## config.mk

```make
export PLATFORM = sky130hd
export DESIGN_NAME = color_matrix_pipe
export DESIGN_NICKNAME = d
export VERILOG_FILES = /design/src/rtl/color_matrix_pipe.sv
export SDC_FILE = /design/constraint.sdc
export NUM_CORES = 2
export LEC_CHECK = 0
export ABC_CLOCK_PERIOD_IN_PS = 17400
export CORE_UTILIZATION = 55
export CTS_CLUSTER_SIZE = 28
export DETAILED_ROUTE_END_ITERATION = 10
export PLACE_DENSITY = 0.76
export SYNTH_ARGS = -nofsm -noshare
export SYNTH_HDL_FRONTEND = slang
export SYNTH_SLANG_ARGS = --single-unit
```

## constraint.sdc

```tcl
create_clock -name clk -period 17.4 [get_ports clk]
set_clock_uncertainty 0.05 [all_clocks]
set_input_delay 3.48 -clock clk [delete_from_list [all_inputs] [get_ports clk]]
set_output_delay 3.48 -clock clk [all_outputs]
set_load 0.01 [all_outputs]
```

## src/rtl/color_matrix_pipe.sv

```systemverilog
// 3x3 colour matrix, 3-stage multiply/sum/round-saturate pipeline, double-buffered coefficients.
// Optional per-channel offsets at coef_addr 9..11 when CSC_OFFSET_EN is defined.
module color_matrix_pipe #(
    parameter int IN_W   = 8,
    parameter int COEF_W = 16,
    parameter int FRAC_W = 12,
    parameter int OUT_W  = 8
) (
    input  logic              clk,
    input  logic              rst_n,
    input  logic              in_valid,
    output logic              in_ready,
    input  logic              in_sof,
    input  logic [IN_W-1:0]   in_c0,
    input  logic [IN_W-1:0]   in_c1,
    input  logic [IN_W-1:0]   in_c2,
    output logic              out_valid,
    input  logic              out_ready,
    output logic              out_sof,
    output logic [OUT_W-1:0]  out_c0,
    output logic [OUT_W-1:0]  out_c1,
    output logic [OUT_W-1:0]  out_c2,
    output logic [2:0]        out_sat,
    input  logic              coef_we,
    input  logic [3:0]        coef_addr,
    input  logic [COEF_W-1:0] coef_wdata
);

`ifdef CSC_OFFSET_EN
    localparam int NCOEF = 12;
`else
    localparam int NCOEF = 9;
`endif
    localparam int P_W = IN_W + COEF_W + 1;
    localparam int S_W = IN_W + COEF_W + 3;
    localparam logic [COEF_W-1:0] ONE = COEF_W'(1) << FRAC_W;
    localparam logic signed [S_W-1:0] RND = S_W'(1) << (FRAC_W - 1);
    localparam logic [OUT_W-1:0] MAXV = '1;

    logic                     en;
    logic                     sof_acc;
    logic [IN_W-1:0]          in_c [3];
    logic signed [COEF_W-1:0] shadow [NCOEF];
    logic signed [COEF_W-1:0] active [NCOEF];
    logic signed [COEF_W-1:0] cuse [NCOEF];
    logic signed [P_W-1:0]    prod [9];
    logic signed [P_W-1:0]    s1_prod [9];
    logic                     s1_valid;
    logic                     s1_sof;
    logic signed [S_W-1:0]    off_x [3];
    logic signed [S_W-1:0]    sum [3];
    logic signed [S_W-1:0]    s2_sum [3];
    logic                     s2_valid;
    logic                     s2_sof;
    logic [OUT_W-1:0]         res [3];
    logic [2:0]               sat;
`ifdef CSC_OFFSET_EN
    logic signed [COEF_W-1:0] s1_off [3];
`endif

    assign en       = !out_valid || out_ready;
    assign in_ready = en;
    assign sof_acc  = en && in_valid && in_sof;
    assign in_c[0]  = in_c0;
    assign in_c[1]  = in_c1;
    assign in_c[2]  = in_c2;

    // A frame-start beat sees the shadow bank in the same cycle it is promoted.
    for (genvar i = 0; i < NCOEF; i++) begin : g_cuse
        assign cuse[i] = sof_acc ? shadow[i] : active[i];
    end

    for (genvar k = 0; k < 3; k++) begin : g_row
        for (genvar j = 0; j < 3; j++) begin : g_col
            assign prod[3*k+j] = P_W'($signed({1'b0, in_c[j]}))
                               * P_W'(cuse[3*k+j]);
        end
    end

    for (genvar k = 0; k < 3; k++) begin : g_ch
        logic signed [S_W-1:0] rnd;
        logic signed [S_W-1:0] shf;
        logic                  neg;
        logic                  ovf;
`ifdef CSC_OFFSET_EN
        assign off_x[k] = S_W'(s1_off[k]);
`else
        assign off_x[k] = '0;
`endif
        assign sum[k] = S_W'(s1_prod[3*k]) + S_W'(s1_prod[3*k+1])
                      + S_W'(s1_prod[3*k+2]) + off_x[k];
        assign rnd    = s2_sum[k] + RND;
        assign shf    = rnd >>> FRAC_W;
        assign neg    = shf[S_W-1];
        assign ovf    = !neg && (|shf[S_W-2:OUT_W]);
        assign res[k] = neg ? '0 : (ovf ? MAXV : shf[OUT_W-1:0]);
        assign sat[k] = neg || ovf;
    end

    always_ff @(posedge clk) begin
        if (!rst_n) begin
            for (int i = 0; i < NCOEF; i++) begin
                shadow[i] <= (i % 4 == 0 && i < 9) ? ONE : '0;
                active[i] <= (i % 4 == 0 && i < 9) ? ONE : '0;
            end
        end else begin
            if (sof_acc) begin
                for (int i = 0; i < NCOEF; i++) active[i] <= shadow[i];
            end
            if (coef_we && coef_addr < 4'(NCOEF)) begin
                shadow[coef_addr] <= coef_wdata;
            end
        end
    end

    always_ff @(posedge clk) begin
        if (!rst_n) begin
            s1_valid  <= 1'b0;
            s1_sof    <= 1'b0;
            s2_valid  <= 1'b0;
            s2_sof    <= 1'b0;
            out_valid <= 1'b0;
            out_sof   <= 1'b0;
            out_sat   <= '0;
            out_c0    <= '0;
            out_c1    <= '0;
            out_c2    <= '0;
            for (int i = 0; i < 9; i++) s1_prod[i] <= '0;
            for (int i = 0; i < 3; i++) s2_sum[i] <= '0;
`ifdef CSC_OFFSET_EN
            for (int i = 0; i < 3; i++) s1_off[i] <= '0;
`endif
        end else if (en) begin
            s1_valid  <= in_valid;
            s1_sof    <= in_valid && in_sof;
            for (int i = 0; i < 9; i++) s1_prod[i] <= prod[i];
`ifdef CSC_OFFSET_EN
            s1_off[0] <= cuse[9];
            s1_off[1] <= cuse[10];
            s1_off[2] <= cuse[11];
`endif
            s2_valid  <= s1_valid;
            s2_sof    <= s1_sof;
            for (int i = 0; i < 3; i++) s2_sum[i] <= sum[i];
            out_valid <= s2_valid;
            out_sof   <= s2_sof;
            out_sat   <= sat;
            out_c0    <= res[0];
            out_c1    <= res[1];
            out_c2    <= res[2];
        end
    end

endmodule

```

==> summary.md <==
| Metric | Value |
|---|---|
| Number of routed nets with antenna violations | 0 |
| Filler cells | 10,460 |
| Startpoint Class | input pin |
| CTS sink cnt | 594 |
| Clk slew on worst S/H paths | 0.06 ns |
| First-pass GRT wire length | roughly 280,000 microns |
| Worst-margin pin slew | 1.312 ns |
| Main synth FF type | edfxtp_1 |
| Hold-critical path endpoint | s1_sof$_SDFFE_PN0N_ |
| Finished Core Util | 0.5942 |
| CTS tree | done |
| Dpl ws | approximately 6.1 ns |
| Hold path startpoint | s1_sof$_SDFFE_PN0N_ |
| Yosys cell types | 84 |
| Post-DP HPWL | 133,300 microns |
| Post-Synth Adder-Cell Area | 0.3779 |
| Req. time, crit path | 17.73 ns |
| Setup violators final | 0 |
| Via density | approximately 5.6 |
| HP Class | reg2reg |
| Reg2reg start | out_valid$_SDFFE_PN0N_ |
| Area leader, netlist | fa_1 |
| Critical Path End Type | flop |
| Core area | ~130,000 sq um |
| Post-CTS setup buffer count | 0 |
| RSZ-0062 raised after global routing | false |
| Top post-synthesis cells by area | fa_1 (28%), edfxtp_1 (24%), ha_1 (9.4%) |
| Starting Density | 0.5554 |
| Cell area after synthesis | 69,930 sq um |
| Die width | 358.6 microns |
| Pwr Total | 11.70 mW |
| Yosys top cell area share | 0.2834 |
| PD cells | 156.5 nW/um^2 |
| Total wire length | 176,400 microns |
| Static leakage | 36.56 nW |
| IO Port Bufs | 79 |
| CTS Root Cell | clkbuf_16 |
| Worst-path fanout max | 33 |
| Detailed-route DRC error count | 0 |
| Slowest stage cell, crit path | nor2_4 |
| Antenna violations before repair | 26 |
| Final min period | 10.81 ns |
| DIE HEIGHT | between 300 and 400 microns |
| Crit path top cell by count | fa_1 |
| Die ar. | 128,600 sq um |
| Most common cell after layout, fill and taps aside | inv_1 |
| Register area share after synthesis | 0.2504 |
| FF+latch count, synth | between 500 and 600 |
| # IOs | 80 |
| WHS | 0.4019 ns |
| Worst Path Arrival | ~11 ns |
| Area Growth Syn to Fin | 6.975% |
| Post-synth EDFFs | roughly 560 |
| Asr flop ratio synth | 0 |
| Fmax | about 0.093 GHz |
| Post_cts resized | 0 |
| Site Rows | 130 |
| Total CTS buffers | 69 |
| YS warnings | 0 |
| Gate Count Post-Synth | ~7,000 |
| Syn_nets | 8,576 |
| Clock tree buffer depth | 3 |
| Syn Area/Cell | 9.978 sq um |
| Hold path depth | 1 |
| Final worst path period share | 0.6212 |
| First-iteration detailed-routing DRC count | 4,090 |
| Vias in the first global route | roughly 50,000 |
| RePlAce Congestion | 0.9469 |
| Reg2reg end | s1_prod[0][173]$_SDFFCE_PN0P_ |
| Area occupied by multi-input gates | about 47,000 sq um |
| First-pass DRT Iterations | 6 |
| Register area | between 15,000 and 20,000 sq um |
| Largest net degree at the start of global routing | roughly 150 |
| Largest family of logic cells by synthesized area | adder cells |
| Worst path max stage delay | 0.99 ns |
| Overall via count from detail_route | approximately 49,000 |
| H-tree depth | 3 |
| Most frequent cells in the layout | inv_1 (1,354), fa_1 (990), and2_1 (764) |
| Fin. max-slew vios | 0 |
| Wire per inst | 20.25 microns |
| Final hold vios | 0 |
| XOR/XNOR share of the synthesized area | 0.02530 |
| Worst R2R Path Depth | 21 |
| Kind of critical path | in2reg |
| Compound-Gate Fraction of Synth Area | 0.06440 |
| Share of layout cells above drive strength 1 | 0.04867 |
| Post-cts hold buffer count | 0 |
| Slew HR | 0.1222 |
| Status | completed |
| Setup slack after layout | between 6 and 7 ns |
| VDD IR max | 0.00009698 V |
| Synth Area in Simple Gates | 0.1698 |
| FF-to-FF setup slack | 9.78 ns |
| Setup TNS | 0 ns |
| Max Cap Violations | 0 |
| Clock latency on the worst-skew pair | 0.67 ns |
| CP Cell Sequence | clkdlybuf4s50_1 -> nand2_1 -> nor2_4 -> buf_4 -> mux2i_1 -> nor2b_1 -> fa_1 -> fa_1 -> inv_1 -> fa_1 -> fa_1 -> inv_1 -> ha_1 -> and3_1 -> a221oi_1 -> a211oi_1 -> o211ai_1 -> o211ai_1 -> a31oi_1 -> xor2_1 -> nor2_1 |
| Overflow after GRT | 0 |
| Proportion of synthesized area in mux cells | 0.02729 |
| Nets | 8,563 |
| Total GRT Usage | 0.2837 |
per-layer routing:
metal / global-route usage / routed length (microns) / vias up
met5: 0 / 57 / -
met4: 0.09144 / 5540 / 8
met3: 0.07183 / 17690 / 326
met2: 0.4527 / 80590 / 1858
met1: 0.3798 / 72560 / 24380
li1: - / - / 22140
report_power, final:
group	leakage, nW	switching (mW)	total [mW]	internal, mW
clock network	1.16	0.634	1.55	0.916
logic	29.1	4.66	7.80	3.14
registers	6.33	0.288	2.35	2.06
per-stage QoR:
stage / instance area (sq um) / cells
after CTS: 74770 / 8698
after global placement: 72400 / 8574
after global routing: 74780 / 8704
after detailed placement: 72400 / 8574
after floorplan: 69930 / 7008
final: 74800 / 8713
cell type report:
type / count / area share
sequential: 594 / 0.2340
timing repair buffer: 140 / 0.01606
antenna: 15 / 0.0005018
clock inverter: 40 / 0.006256
tap: 1650 / 0.02760
multi-input combinational: 4834 / 0.6220
inverter: 1356 / 0.06814
clock buffer: 84 / 0.02539
synthesized netlist by cell type, drive strengths merged, types with 36 or more instances:
| cell | number |
|---|---|
| a21o | 131 |
| and3 | 78 |
| mux2i | 59 |
| clkbuf | 206 |
| o21ai | 107 |
| nor2b | 191 |
| nand3 | 67 |
| xor2 | 74 |
| fa | 990 |
| a31oi | 36 |
| nand2 | 636 |
| mux2 | 117 |
| ha | 528 |
| xnor2 | 128 |
| nor2 | 271 |
| a21oi | 186 |
| inv | 1356 |
| nor3 | 70 |
| edfxtp | 561 |
| nand2b | 86 |
| and2 | 766 |
registers in the layout, summed over array words and instances (netlist names), 3 cells and up:
register and cells:
s1_prod 225, active 144, shadow 144, s2_sum 48, out_c0 8, out_c1 8, out_c2 8, out_sat 3
critical path: cells and delay by family:
kind / cells / cell delay, ns
fa+ha+maj: 5 / 2.24
simple gates: 5 / 1.82
compound gates: 5 / 1.38
buf+inv: 4 / 1.17
mux: 1 / 0.75
xor+xnor: 1 / 0.26
how the worst max path moves through the flow:
stage | startpoint | to | slack, ns | cells past startpoint
floorplan | out_ready | active[0][0]$_SDFFCE_PN0P_ | 2.69 | 3
global route | in_valid | s1_prod[0][124]$_SDFFCE_PN0P_ | 6.28 | 22
CTS | in_valid | s1_prod[0][173]$_SDFFCE_PN0P_ | 6.80 | 21
finish | in_valid | s1_prod[0][173]$_SDFFCE_PN0P_ | 6.59 | 21
detailed placement | in_valid | s1_prod[0][124]$_SDFFCE_PN0P_ | 6.10 | 23
global placement | in_valid | s1_prod[0][173]$_SDFFCE_PN0P_ | 6.18 | 21
kinds of logic (layout without fill, tap and decap cells):
logic type                 after synthesis  after routing
DFF                                    594            594
AOI/OAI and AO/OA                      664            664
muxes                                  176            176
xor gates and xnor gates               202            202
buffers and inverters                 1580           1620
other                                    0             15
adders and majority gates             1518           1518
and+or+nand+nor                       2274           2274
(Power assumes the default switching activity.)
